**config.mk**
```make
export PLATFORM = sky130hd
export DESIGN_NAME = spi_slave_core
export DESIGN_NICKNAME = d
export VERILOG_FILES = /design/src/rtl/spi_slave_core.sv
export SDC_FILE = /design/constraint.sdc
export NUM_CORES = 1
export LEC_CHECK = 0
export CORE_MARGIN = 4
export CORE_UTILIZATION = 25
export CTS_BUF_LIST = sky130_fd_sc_hd__clkbuf_8
export CTS_CLUSTER_DIAMETER = 120
export DETAILED_ROUTE_END_ITERATION = 6
export REMOVE_ABC_BUFFERS = 1
export SYNTH_ARGS = -nofsm -noshare
export SYNTH_HDL_FRONTEND = slang
export SYNTH_SLANG_ARGS = --single-unit
```
**constraint.sdc**
```tcl
create_clock -name clk_i -period 3.2 [get_ports clk_i]
set_input_delay 0.48 -clock clk_i [delete_from_list [all_inputs] [get_ports clk_i]]
set_output_delay 0.48 -clock clk_i [all_outputs]
set_load 0.03 [all_outputs]
```
**src/rtl/spi_slave_core.sv**
```systemverilog
// SPI target core: oversampled SCK/NSS/MOSI, modes 0-3, 8/16/24/32-bit words, 1-entry tx/rx holding registers.
// Define SPI_SLV_ERR_EN to enable the sticky overrun/underrun flags on ovr_o/udr_o.
module spi_slave_core #(
  parameter int SYNC_STAGES = 2
) (
  input  logic        clk_i,
  input  logic        rst_n_i,
  input  logic        cpol_i,
  input  logic        cpha_i,
  input  logic        lsb_i,
  input  logic [1:0]  dsize_i,
  output logic        busy_o,
  input  logic        tx_valid_i,
  output logic        tx_ready_o,
  input  logic [31:0] tx_data_i,
  output logic        rx_valid_o,
  input  logic        rx_ready_i,
  output logic [31:0] rx_data_o,
  output logic        ovr_o,
  output logic        udr_o,
  input  logic        clr_i,
  input  logic        spi_sck_i,
  input  logic        spi_nss_i,
  input  logic        spi_mosi_i,
  output logic        spi_miso_o,
  output logic        spi_miso_en_o
);

  localparam logic [1:0] ST_IDLE = 2'd0;
  localparam logic [1:0] ST_LOAD = 2'd1;
  localparam logic [1:0] ST_XFER = 2'd2;

  logic [SYNC_STAGES-1:0] sck_sync, nss_sync, mosi_sync;
  logic sck_q, nss_q;
  logic sck_s, nss_s, mosi_s;

  // NOTE: all clocked state uses non-blocking assignments so every flop sees pre-edge values.
  always_ff @(posedge clk_i or negedge rst_n_i) begin
    if (!rst_n_i) begin
      sck_sync  <= '0;
      nss_sync  <= '1;
      mosi_sync <= '0;
      sck_q     <= 1'b0;
      nss_q     <= 1'b1;
    end else begin
      sck_sync  <= {sck_sync[SYNC_STAGES-2:0], spi_sck_i};
      nss_sync  <= {nss_sync[SYNC_STAGES-2:0], spi_nss_i};
      mosi_sync <= {mosi_sync[SYNC_STAGES-2:0], spi_mosi_i};
      sck_q     <= sck_s;
      nss_q     <= nss_s;
    end
  end

  assign sck_s  = sck_sync[SYNC_STAGES-1];
  assign nss_s  = nss_sync[SYNC_STAGES-1];
  assign mosi_s = mosi_sync[SYNC_STAGES-1];

  logic sck_rise, sck_fall, nss_fall, nss_rise;
  assign sck_rise = sck_s & ~sck_q;
  assign sck_fall = ~sck_s & sck_q;
  assign nss_fall = ~nss_s & nss_q;
  assign nss_rise = nss_s & ~nss_q;

  logic [1:0] state, state_d;
  logic       cpol_r, cpha_r, lsb_r;
  logic [1:0] dsize_r;
  logic [5:0] bitcnt;
  logic [31:0] tx_sh, rx_sh, tx_hold;
  logic       tx_full;
  logic       rx_valid;
  logic [31:0] rx_data;

  logic       lead_edge, trail_edge, sample_evt, shift_evt, in_xfer, word_done;
  logic [2:0] dsize_p1;
  logic [5:0] word_bits;
  logic [4:0] msb_idx;
  logic [31:0] tx_word, tx_cur, rx_next;
  logic       ovr_evt, udr_evt;

  assign lead_edge  = cpol_r ? sck_fall : sck_rise;
  assign trail_edge = cpol_r ? sck_rise : sck_fall;
  assign in_xfer    = (state == ST_XFER) & ~nss_rise;
  assign sample_evt = in_xfer & (cpha_r ? trail_edge : lead_edge);
  // A shift edge before the word's first sample (leftover trailing edge for cpha=0,
  // first leading edge for cpha=1) only presents bit 0, so it must not advance.
  assign shift_evt  = in_xfer & (cpha_r ? lead_edge : trail_edge) & (bitcnt != 6'd0);

  assign dsize_p1  = {1'b0, dsize_r} + 3'd1;
  assign word_bits = {dsize_p1, 3'b000};
  assign msb_idx   = {dsize_r, 3'b111};
  assign word_done = sample_evt & ((bitcnt + 6'd1) == word_bits);

  assign tx_word = tx_full ? tx_hold : '0;
  assign udr_evt = (state == ST_LOAD) & ~tx_full;
  assign ovr_evt = word_done & rx_valid & ~rx_ready_i;

  // NOTE: every always_comb output gets a default first so no latch is inferred.
  always_comb begin
    rx_next = rx_sh;
    if (lsb_r) rx_next[bitcnt[4:0]] = mosi_s;
    else       rx_next = {rx_sh[30:0], mosi_s};
  end

  always_comb begin
    state_d = state;
    case (state)
      ST_IDLE: if (nss_fall) state_d = ST_LOAD;
      ST_LOAD: state_d = ST_XFER;
      ST_XFER: if (word_done) state_d = ST_LOAD;
      default: state_d = ST_IDLE;
    endcase
    if (nss_rise) state_d = ST_IDLE;
  end

  always_ff @(posedge clk_i or negedge rst_n_i) begin
    if (!rst_n_i) begin
      state   <= ST_IDLE;
      cpol_r  <= 1'b0;
      cpha_r  <= 1'b0;
      lsb_r   <= 1'b0;
      dsize_r <= 2'd0;
      bitcnt  <= '0;
      tx_sh   <= '0;
      rx_sh   <= '0;
    end else begin
      state <= state_d;
      if (state == ST_IDLE && nss_fall) begin
        cpol_r  <= cpol_i;
        cpha_r  <= cpha_i;
        lsb_r   <= lsb_i;
        dsize_r <= dsize_i;
      end
      if (state == ST_LOAD) begin
        tx_sh  <= tx_word;
        bitcnt <= '0;
        rx_sh  <= '0;
      end else begin
        if (shift_evt) tx_sh <= lsb_r ? (tx_sh >> 1) : (tx_sh << 1);
        if (sample_evt) begin
          rx_sh  <= rx_next;
          bitcnt <= bitcnt + 6'd1;
        end
      end
    end
  end

  // Holding registers: a handshake during LOAD refills for the next word, never bypasses.
  always_ff @(posedge clk_i or negedge rst_n_i) begin
    if (!rst_n_i) begin
      tx_full  <= 1'b0;
      tx_hold  <= '0;
      rx_valid <= 1'b0;
      rx_data  <= '0;
    end else begin
      if (tx_valid_i && !tx_full) begin
        tx_full <= 1'b1;
        tx_hold <= tx_data_i;
      end else if (state == ST_LOAD) begin
        tx_full <= 1'b0;
      end
      if (word_done && (!rx_valid || rx_ready_i)) begin
        rx_valid <= 1'b1;
        rx_data  <= rx_next;
      end else if (rx_valid && rx_ready_i) begin
        rx_valid <= 1'b0;
      end
    end
  end

`ifdef SPI_SLV_ERR_EN
  logic ovr_q, udr_q;
  always_ff @(posedge clk_i or negedge rst_n_i) begin
    if (!rst_n_i) begin
      ovr_q <= 1'b0;
      udr_q <= 1'b0;
    end else begin
      if (ovr_evt)    ovr_q <= 1'b1;
      else if (clr_i) ovr_q <= 1'b0;
      if (udr_evt)    udr_q <= 1'b1;
      else if (clr_i) udr_q <= 1'b0;
    end
  end
  assign ovr_o = ovr_q;
  assign udr_o = udr_q;
`else
  logic unused_err;
  assign unused_err = clr_i ^ ovr_evt ^ udr_evt;
  assign ovr_o = 1'b0;
  assign udr_o = 1'b0;
`endif

  // During LOAD the outgoing bit comes from the word being loaded so cpha=0 sees it before the first edge.
  assign tx_cur        = (state == ST_LOAD) ? tx_word : tx_sh;
  assign spi_miso_en_o = (state != ST_IDLE);
  assign spi_miso_o    = spi_miso_en_o & (lsb_r ? tx_cur[0] : tx_cur[msb_idx]);
  assign busy_o        = (state != ST_IDLE);
  assign tx_ready_o    = ~tx_full;
  assign rx_valid_o    = rx_valid;
  assign rx_data_o     = rx_data;

endmodule

```
# Yosys cells after proc, flatten, opt, wreduce, memory -nomap -nowiden

Index checks and enable logic that the tools add are counted.

Register bits: 151
Bits of input ports: 45
Word-level logic and storage cells: 87
Output and inout bits: 39

Mux-type cells: 28
Bitwise operators: 16
Eq/ne operators: 5
Order comparisons: 3
Reduce and logical (&&, ||, !) cells: 16
Add/sub/neg operators: 2

Operator list:

| operator                                                           | count |
|---|---|
| 2-to-1 mux 32 bit                                                  | 8 |
| bitwise mux 32 bit                                                 | 1 |
| < comparator 5 x 6 -> 1 bit (second input constant)                | 2 |
| 2-to-1 mux 6 bit                                                   | 2 |
| 2-to-1 mux 1 bit                                                   | 11 |
| AND 1 bit                                                          | 10 |
| nonzero test 2 bit                                                 | 5 |
| adder 6 x 1 -> 6 bit (second input constant)                       | 1 |
| equality test 6 bit                                                | 1 |
| 2-to-1 mux 2 bit                                                   | 3 |
| inequality test 3 bit (second input constant)                      | 2 |
| NOT 1 bit                                                          | 6 |
| one-hot mux 2 bit (3 select lines)                                 | 1 |
| nonzero test 6 bit                                                 | 1 |
| demux 1 bit (select 5 bit)                                         | 1 |
| greater-or-equal comparator 5 x 1 -> 1 bit (second input constant) | 1 |
| logical AND 1 bit                                                  | 5 |
| adder 2 x 1 -> 3 bit (second input constant)                       | 1 |
| binary-select mux 1 bit (select 2 bit)                             | 1 |
| equality test 2 x 1 -> 1 bit (second input constant)               | 1 |
| equality test 2 bit (second input constant)                        | 1 |
| zero test 1 bit                                                    | 2 |
| zero test 2 bit                                                    | 1 |
| AND reduction 2 bit                                                | 1 |
| logical OR 1 bit                                                   | 1 |

# Logic depth before layout (Yosys ltp)

Gate-level depths: netlist (run 1).

Word-level depth: 9
Gate-level depth with buffers: 9

# Worst setup path before layout (run 1)

No wires, ideal clock.

Path type: register to register
From: register dsize_r[0]
To: register rx_data[10] (netlist: rx_data_o[10])
Library setup time: 0.125 ns
Arrival: 2.208 ns
Setup slack: 0.867 ns
Required time: 3.075 ns
Cell stages (with the launch flop): 8
Buffers on the path: 1
Cells stage by stage: dfrtp_1 -> ha_1 -> and4bb_1 -> a211oi_1 -> mux2i_1 -> nor4_4 -> buf_6 -> mux2_4

Longest elaborated chain between the ends: 4

RTL lines:

| element                | line | source |
|---|---|---|
| from (decl)            | 66   | `logic [1:0] dsize_r;` |
| from (signal assigned) | 131  | `dsize_r <= dsize_i;` |
| adder 2 x 1 -> 3 bit   | 88   | `assign dsize_p1 = {1'b0, dsize_r} + 3'd1;` |
| equality test 6 bit    | 91   | `assign word_done = sample_evt & ((bitcnt + 6'd1) == word_bits);` |
| AND 1 bit              | 91   |  |
| logical AND 1 bit      | 161  | `if (word_done && (!rx_valid \|\| rx_ready_i)) begin` |
| to (signal assigned)   | 163  | `rx_data <= rx_next;` |
| to (decl)              | 71   | `logic [31:0] rx_data;` |

Every way passes these cells.
A chain may end at the register's enable or synchronous reset.

# Worst setup path in the final report (run 1)

From: register state[1]
To: output spi_miso_o

Longest elaborated chain between the ends: 6
Elaborated cells on any way between the ends: 7
Classes of those cells: eq/ne (1); mux (4); bitwise (1); reduce/logical (1)

RTL lines:

| element                                | line | source |
|---|---|---|
| from (decl)                            | 64   | `logic [1:0] state, state_d;` |
| from (signal assigned)                 | 126  | `state <= state_d;` |
| equality test 2 x 1 -> 1 bit           | 193  | `assign tx_cur = (state == ST_LOAD) ? tx_word : tx_sh;` |
| 2-to-1 mux 32 bit                      | 193  |  |
| binary-select mux 1 bit (select 2 bit) | 195  | `assign spi_miso_o = spi_miso_en_o & (lsb_r ? tx_cur[0] : tx_cur[msb_idx]);` |
| 2-to-1 mux 1 bit (implied by the code) | 195  |  |
| 2-to-1 mux 1 bit                       | 195  |  |
| AND 1 bit *                            | 195  |  |
| to (decl)                              | 25   | `output logic spi_miso_o,` |

Every way passes the cells marked *; elsewhere a longest branch is shown, timed or not. The select of a mux whose other input is x is not followed.

==> results of run 1 <==
-- cells in the mapped netlist, drive strengths merged, types with 3 or more instances --
| cell | number | area share (%) |
|---|---|---|
| a211oi | 3 | 0.29 |
| a21o | 11 | 1.1 |
| a21oi | 31 | 2.0 |
| a31oi | 32 | 2.7 |
| and3 | 10 | 0.82 |
| and4bb | 8 | 1.3 |
| buf | 10 | 1.0 |
| clkbuf | 56 | 2.7 |
| dfrtp | 148 | 48 |
| dfstp | 3 | 1.0 |
| ha | 8 | 1.3 |
| inv | 10 | 0.48 |
| mux2 | 70 | 11 |
| mux2i | 62 | 8.0 |
| nand2 | 96 | 4.6 |
| nand2b | 3 | 0.24 |
| nand3 | 33 | 2.2 |
| nand3b | 3 | 0.29 |
| nand4b | 10 | 1.1 |
| nor2 | 69 | 3.3 |
| nor2b | 4 | 0.32 |
| nor3 | 5 | 0.39 |
| nor4bb | 4 | 0.51 |
| o211ai | 3 | 0.29 |
| o21ai | 40 | 2.6 |
-- metal layers --
metal | routed length [µm] | part of all wire [%]
met1 | 8992 | 49
met4 | 157 | 0.86
met3 | 956 | 5.2
met5 | 0 | 0
met2 | 8239 | 45
-- kinds of logic after synthesis --
family | synth area share, %
adders and majority gates | 1.285
xor gates and xnor gates | 0.3374
buffers and inverters | 4.177
and+or+nand+nor | 16.00
DFF | 48.56
muxes | 19.44
other | 0.04815
AOI/OAI and AO/OA | 10.15
-- critical path, delay by kind of cell, from the launching register on --
| kind | cells | cell delay, ns |
|---|---|---|
| and+or+nand+nor | 3 | 0.59 |
| DFF | 1 | 0.52 |
| AOI/OAI and AO/OA | 2 | 0.35 |
| buffers and inverters | 2 | 0.50 |
-- path summary, 6_finish.rpt --
| path | slack [ns] | from | endpoint | depth (start not counted) |
|---|---|---|---|---|
| max | 0.28 | state[1] | spi_miso_o | 7 |
| min | 0.02 | rst_n_i | rx_data_o[21] | 1 |
| max reg2reg | 0.64 | dsize_r[1] | rx_data_o[1] | 7 |
| min reg2reg | 0.36 | nss_sync[0] | nss_sync[1] | 0 |
| max in group asynchronous | 2.43 | rst_n_i | rx_sh[7] | 2 |
| min in group clk_i | 0.36 | nss_sync[0] | nss_sync[1] | 0 |
-- metrics by stage --
step | hold slack (ns) | area, µm² | TNS [ns] | setup WS, ns
4_1_cts | 0.02923 | 9447 | 0 | 0.2565
5_1_grt | 0.06090 | 9447 | 0 | 0.1024
6_report | 0.01813 | 9447 | 0 | 0.2794
3_5_place_dp | 0.3479 | 9045 | 0 | 0.6454
3_3_place_gp | 0.3391 | 9045 | 0 | 0.7039
2_1_floorplan | 0.1844 | 7505 | -33.53 | -0.8817
-- power breakdown --
part	switching, W	total, W	internal (W)
combinational	0.00144	0.00261	0.00116
sequential	0.000565	0.00304	0.00247
clock	0.000813	0.00153	0.000714
-- area by class of cell --
cell class | count | area (µm²) | area share [%]
sequential | 151 | 3786 | 40.08
multi-input combinational | 530 | 3706 | 39.23
timing repair buffer | 106 | 1020 | 10.79
tap | 396 | 495.5 | 5.245
clock buffer | 17 | 234.0 | 2.477
clock inverter | 15 | 167.7 | 1.775
inverter | 10 | 37.54 | 0.3974
-- sequential cells by signal, summed over array words and instances, names as in the netlist, 2 cells and up --
name	cells
mosi_sync	2
bitcnt	6
rx_data_o	32
state	2
nss_sync	2
tx_hold	32
sck_sync	2
rx_sh	32
tx_sh	32
dsize_r	2
==> results.py, run 1 <==
metrics = {
    "hold_path": {
        "min_path_type": "in2async",
    },
    "finish": {
        "fill_cells": 3154,
        "final_cell_mix": "147 x dfrtp_1, 96 x nand2_1, 78 x clkdlybuf4s50_1",
        "antenna_cells": 0,
        "final_util_pct": 30.80,
        "nNetsFinal": 869,
        "layoutNonFillerInstCount": 1225,
        "area_growth_pct": 21.29,
        "drive_gt1_share_pct": 18.21,
        "layout_commonest_cell": "dfrtp_1",
    },
    "clock_network": {
        "cts_htree_levels": 4,
        "clk_latency_ns": 0.47,
        "postCtsSetupBuffers": 0,
        "cts_buffer_depth": 2,
        "clk_pin_slew_worst_paths_ns": 0.09,
        "clock-sinks": 151,
        "cts_root_buf": "clkbuf_8",
        "numCtsBuffers": 17,
        "cts_tree": "done",
        "ctsHoldBuffers": 0,
        "ctsResizeCount": 0,
    },
    "routing": {
        "wl_mm": 18.35,
        "route.vias.total": 5688,
        "wire_per_inst_um": 14.98,
        "first_iter_violations": 394,
        "detail-route-antenna-nets": 0,
        "drc": 0,
        "viasPerCell": 4.643,
        "first_pass_iters": 4,
    },
    "global_route": {
        "met2_usage_pct": 16.35,
        "grt_pass1_wl_mm": 29.98,
        "gr-usage-all-layers_pct": 10.92,
        "grt_pass1_vias": 5465,
        "grt_max_degree": 71,
        "gr-total-overflow": 0,
        "antenna_found_initial": 0,
        "gr-usage-met1_pct": 15.82,
        "grt_use_met3_pct": 2.664,
        "grt.busiest_layer": "met2",
    },
    "critical_path": {
        "arrival_ns": 2.44,
        "max_stage_delay_ns": 0.52,
        "crit_path_end_kind": "output pin",
        "crit_fanout": 21,
        "criticalPathCategory": "reg2out",
        "cp-start-kind": "flop",
        "crit_chain": "nand2b_1 > buf_4 > nand2_1 > a311oi_1 > a311oi_1 > nor2_1 > buf_4",
        "crit_required_ns": 2.72,
        "worst_path_max_delay_cell": "dfrtp_1",
    },
    "die": {
        "coreArea_um2": 30670,
        "start_util_pct": 25.40,
        "die_w_um": 184.5,
        "fp-row-count": 64,
        "die_h_um": 184.5,
        "die_area_um2": 34040,
        "io_pins": 84,
    },
    "synth": {
        "synth_area_um2": 7789,
        "synthCells": 756,
        "synth_seq_cells": 151,
        "synth-async-reset-ratio_pct": 100.0,
        "syn_area_per_cell_um2": 10.30,
        "synth_edf_count": 0,
        "yosysWarnings": 0,
        "yosysUniqueCellTypes": 53,
        "yosysSeqAreaShare_pct": 48.56,
        "synth_ff_type": "dfrtp_1",
    },
    "placement": {
        "place_congestion": 0.7589,
        "dp_hpwl_mm": 12.40,
        "place_inst": 1193,
        "portBuffers": 80,
    },
    "sta": {
        "maxSlewViolCount": 0,
        "rsz0062_at_grt": "no",
        "fmax_ghz": 0.3424,
        "max-slew-margin-rel_pct": 42.69,
        "fin_crit_sh_pct": 91.27,
        "clock_skew_ns": 0.01383,
        "period_needed_ns": 2.921,
        "finalHoldViolCount": 0,
        "worst_pin_slew_ns": 0.8597,
        "setup_viol": 0,
    },
    "power": {
        "power.leakage_nw": 4.253,
        "power_w": 0.007170,
        "ir_drop_mv": 0.3923,
        "p_per_area_nw_per_um2": 759.0,
    },
    "outcome": {
        "status": "complete, no violations",
    },
    "run": {
        "cap_violations": 0,
    },
}
(Power assumes the default switching activity.)
==> run 2: changes to the inputs <==
Settings changed: HOLD_SLACK_MARGIN set to 0.02.
Clock period 3.2 ns to 2.9 ns, I/O delays scaled along.
==> run 2 against run 1 <==
Compared with the run above:
- combinational power rose by 13%
- flip-flop and latch count unchanged
- first-iteration DRC count down 18%
- design area about the same
- core utilization barely moved
- clock power grew 4%
- sequential power is 8.2% higher
- total power increased by 9.1%
- register-to-register slack got worse by 0.27 ns
- clock-buffer cell count unchanged
==> results.py, run 2 (synthesis results as in run 1) <==
metrics = {
    "sta": {
        "setup_viol": 0,
        "finalSetupTns_ns": 0,
        "final.setup.worst_slack_ns": 0.1992,
        "worst_pin_slew_ns": 0.7002,
        "clock_skew_ns": 0.01192,
        "fin_crit_sh_pct": 93.13,
        "fmax_ghz": 0.3703,
        "maxSlewViolCount": 0,
        "finalHoldViolCount": 0,
        "max-slew-margin-rel_pct": 53.32,
        "whs_ns": 0.3557,
        "period_needed_ns": 2.701,
        "rsz0062_at_grt": "no",
    },
    "critical_path": {
        "crit_required_ns": 2.47,
        "max_stage_delay_ns": 0.51,
        "worst_path_max_delay_cell": "dfrtp_1",
        "crit_path_end_kind": "output pin",
        "criticalPathCategory": "reg2out",
        "r2r_cells": 7,
        "arrival_ns": 2.27,
        "worst_path_most_repeated_cell": "buf_4",
        "ff2ff_setup_slack_ns": 0.37,
        "crit_fanout": 20,
        "worstReg2RegStart": "bitcnt[0]",
        "cp-start-kind": "flop",
        "crit_chain": "nand2b_1 > buf_4 > nand2_1 > nand3_1 > a311oi_1 > nor2_1 > buf_4",
        "timing.rr.end": "rx_data_o[2]",
    },
    "finish": {
        "drive_gt1_share_pct": 18.21,
        "area_growth_pct": 21.17,
        "layout_commonest_cell": "dfrtp_1",
        "final_cell_area_um2": 9438,
        "antenna_cells": 0,
        "nNetsFinal": 869,
        "final_cell_mix": "147 x dfrtp_1, 96 x nand2_1, 78 x clkdlybuf4s50_1",
    },
    "die": {
        "fp-row-count": 64,
        "start_util_pct": 25.40,
        "io_pins": 84,
        "die_h_um": 184.5,
        "coreArea_um2": 30670,
        "die_w_um": 184.5,
        "die_area_um2": 34040,
    },
    "clock_network": {
        "ctsHoldBuffers": 1,
        "postCtsSetupBuffers": 0,
        "ctsResizeCount": 0,
        "numCtsBuffers": 17,
        "cts_root_buf": "clkbuf_8",
        "clk_pin_slew_worst_paths_ns": 0.09,
        "cts_htree_levels": 4,
        "clock-sinks": 151,
        "clk_latency_ns": 0.45,
        "cts_buffer_depth": 2,
        "cts_tree": "done",
    },
    "routing": {
        "route.vias.total": 5654,
        "wl_mm": 18.04,
        "detail-route-antenna-nets": 0,
        "first_iter_violations": 323,
        "viasPerCell": 4.616,
        "first_pass_iters": 5,
        "wire_per_inst_um": 14.73,
        "drc": 0,
    },
    "global_route": {
        "met2_usage_pct": 16.30,
        "gr-usage-all-layers_pct": 10.75,
        "antenna_found_initial": 0,
        "grt_pass1_vias": 5430,
        "grt_use_met3_pct": 2.645,
        "grt_max_degree": 81,
        "gr-total-overflow": 0,
        "grt.busiest_layer": "met2",
        "grt_pass1_wl_mm": 29.66,
        "gr-usage-met1_pct": 15.73,
    },
    "hold_path": {
        "min_path_cells": 0,
        "hold_start": "mosi_sync[0]",
        "hold_end": "mosi_sync[1]",
        "min_path_type": "reg2reg",
    },
    "placement": {
        "post_dp_cell_area_um2": 9050,
        "pre_cts_slack_ns": 0.3713,
        "portBuffers": 80,
        "dp_hpwl_mm": 11.98,
        "place_congestion": 0.7584,
    },
    "power": {
        "power.leakage_nw": 4.239,
        "power_w": 0.007824,
        "ir_drop_mv": 0.5313,
        "p_per_area_nw_per_um2": 829.0,
    },
    "run": {
        "cap_violations": 0,
    },
    "outcome": {
        "status": "complete, no violations",
    },
}
run 2: metal layers:
metal  routed length, µm  vias up
met2                8051      123
met5                   0        -
met4                 127        0
met3                 893       13
met1                8969     2742
li1                    -     2776
run 2: how the worst max path moves through the flow:
stage,from,end,slack [ns],cells past startpoint
6_report,state[1],spi_miso_o,0.20,7
5_1_grt,state[1],spi_miso_o,0.03,7
4_1_cts,state[1],spi_miso_o,0.18,7
3_5_place_dp,bitcnt[0],rx_data_o[1],0.37,7
3_3_place_gp,bitcnt[0],rx_data_o[1],0.36,7
2_1_floorplan,state[1],tx_sh[23],-1.15,3
run 2: cell type report:
type,instances,area [µm²]
inverter,10,37.54
clock buffer,17,234.0
tap,396,495.5
fill,3181,21230
sequential,151,3786
timing repair buffer,106,1035
clock inverter,15,143.9
multi-input combinational,530,3706
run 2: critical path, delay by kind of cell (launching register included):
kind / cells / cell delay [ns]
compound gates: 1 / 0.09
buf+inv: 2 / 0.51
simple gates: 4 / 0.70
flops: 1 / 0.51
run 2: per-stage QoR:
step / std cells / util, %
2_1_floorplan: 691 / -
3_3_place_gp: 1192 / 29.51
3_5_place_dp: 1192 / 29.51
4_1_cts: 1225 / 30.77
5_1_grt: 1225 / 30.77
6_report: 1225 / 30.77
run 2: power breakdown:
| group | leakage (nW) | internal [W] | total [W] | switching [W] |
|---|---|---|---|---|
| clock | 0.186 | 0.000697 | 0.00159 | 0.000890 |
| sequential | 1.96 | 0.00273 | 0.00329 | 0.000562 |
| combinational | 2.09 | 0.00129 | 0.00295 | 0.00166 |
==> run 3: changes to the inputs <==
Settings changed: CORE_MARGIN 4 to 2, CORE_UTILIZATION 25 to 59, PLACE_DENSITY set to 0.83.
==> run 3 against run 2 <==
Compared with the run above:
- critical path depth stayed put
- wire length decreased by 9.5%
- total power grew 1.9%
- clock skew fell by 0.0013 ns
- final cell count down 18%
- critical endpoint unchanged
- highest routed layer unchanged
==> results.py, run 3 (synthesis results as in run 1) <==
metrics = {
    "power": {
        "clkPwrFrac_pct": 21.5,
        "p_sw_w": 0.002992,
        "p_per_area_nw_per_um2": 866.0,
        "p_comb_share_pct": 37.3,
        "ir_drop_mv": 0.6121,
        "intPower_w": 0.004980,
        "swShare_pct": 37.53,
        "power_w": 0.007972,
        "seqPwrFrac_pct": 41.1,
        "power.leakage_nw": 4.279,
    },
    "sta": {
        "final.setup.worst_slack_ns": 0.1655,
        "worst_pin_slew_ns": 1.105,
        "fmax_ghz": 0.3657,
        "period_needed_ns": 2.734,
        "setup_viol": 0,
        "whs_ns": 0.3531,
        "fin_crit_sh_pct": 94.29,
        "maxSlewViolCount": 0,
        "clock_skew_ns": 0.01064,
        "max-slew-margin-rel_pct": 26.35,
        "rsz0062_at_grt": "no",
        "finalHoldViolCount": 0,
    },
    "placement": {
        "dp_hpwl_mm": 10.97,
        "portBuffers": 80,
        "post_dp_cell_area_um2": 8767,
        "pre_cts_slack_ns": 0.3088,
        "place_congestion": 0.8147,
    },
    "clock_network": {
        "cts_tree": "done",
        "cts_root_buf": "clkbuf_8",
        "clock-sinks": 151,
        "cts_htree_levels": 4,
        "cts_buffer_depth": 2,
        "numCtsBuffers": 17,
        "clk_latency_ns": 0.46,
        "clk_pin_slew_worst_paths_ns": 0.08,
    },
    "die": {
        "die_h_um": 118.9,
        "fp-row-count": 41,
        "start_util_pct": 60.98,
        "die_area_um2": 14140,
        "io_pins": 84,
        "coreArea_um2": 12770,
        "die_w_um": 118.9,
    },
    "global_route": {
        "gr-total-overflow": 0,
        "gr-usage-all-layers_pct": 24.65,
        "antenna_found_initial": 0,
        "grt_max_degree": 81,
        "grt_pass1_vias": 5655,
        "grt_pass1_wl_mm": 27.74,
    },
    "hold_path": {
        "min_path_type": "reg2reg",
    },
    "routing": {
        "first_pass_iters": 5,
        "drc": 0,
        "viasPerCell": 5.867,
        "wl_mm": 16.33,
        "first_iter_violations": 399,
        "route.vias.total": 5861,
        "detail-route-antenna-nets": 0,
        "wire_per_inst_um": 16.35,
    },
    "finish": {
        "final_util_pct": 72.06,
        "fill_cells": 865,
        "area_growth_pct": 18.18,
        "seq_area_um2": 3787,
        "nNetsFinal": 867,
        "antenna_cells": 0,
        "final_cell_area_um2": 9205,
        "multi_input_area_um2": 3706,
        "drive_gt1_share_pct": 18.02,
        "layout_commonest_cell": "dfrtp_1",
        "final_cell_mix": "146 x dfrtp_1, 96 x nand2_1, 78 x clkdlybuf4s50_1",
    },
    "critical_path": {
        "cp-start-kind": "flop",
        "crit_fanout": 20,
        "crit_path_end_kind": "output pin",
        "criticalPathCategory": "reg2out",
        "crit_required_ns": 2.47,
        "arrival_ns": 2.30,
    },
    "run": {
        "cap_violations": 0,
    },
    "outcome": {
        "status": "complete, no violations",
    },
}
==> run 3: cell count changes in the layout (fill, tap and decap cells not counted), moves of 2 or more <==
cell        previous run  this run
inv_6                  5         0
bufinv_16              1         3
buf_4                 23        20
clkinv_4               3         0
clkbuf_8              17        22
clkinv_2               2         6
clkinvlp_4             3         0
==> run 3: repair_timing <==
| action | in CTS | in global routing |
|---|---|---|
| hold endpoints to repair | 11 | 0 |
| setup endpoints to repair | 0 | 1 |
| setup buffers | 0 | 0 |
| resized for setup | 0 | 1 |
| hold buffers | 1 | 0 |
==> run 3: power groups by stage <==
stage	Clock, W	Combinational [W]	Sequential [W]
global placement	0	0.00282	0.00326
global route	0.00185	0.00330	0.00336
finish	0.00172	0.00298	0.00328
floorplan	0	0.00204	0.00330
CTS	0.00175	0.00298	0.00326
detailed placement	0	0.00295	0.00330
==> run 3: through the flow <==
step	TNS [ns]	cells
final	0	999
after global routing	0	999
after CTS	0	999
after detailed placement	0	966
after global placement	0	966
after floorplan	-52.98	691
==> run 3: routing by layer <==
metal	vias to the layer above	routed length, µm	global-route usage (%)
met5	-	0	0
met4	0	418	12.13
li1	2767	-	-
met3	36	752	4.981
met1	2870	7256	32.36
met2	188	7905	39.19
==> run 3: final cells by class <==
class                   count  share of cell area [%]
clock buffers              22                   3.289
inverters                  10                  0.4078
clock inverters            10                   1.346
multi-input cells         530                   40.26
flip-flops and latches    151                   41.14
repair buffers            104                   11.21
well taps                 172                   2.338
==> run 3: final timing paths <==
path / start / endpoint / slack, ns / cells past startpoint
max: state[1] / spi_miso_o / 0.17 / 7
min reg2reg: mosi_sync[0] / mosi_sync[1] / 0.35 / 0
min in group asynchronous: rst_n_i / rx_data_o[4] / 0.57 / 2
min: mosi_sync[0] / mosi_sync[1] / 0.35 / 0
max in group asynchronous: rst_n_i / tx_sh[28] / 1.55 / 3
max reg2reg: bitcnt[0] / rx_data_o[10] / 0.27 / 7
==> run 3: critical path, stage by stage (launching register included) <==
cell and delay, ns:
dfrtp_2 0.46, nand2b_1 0.25, buf_4 0.28, nand2_1 0.09
a311oi_1 0.27, a311oi_1 0.09, nor2_1 0.19, buf_4 0.19
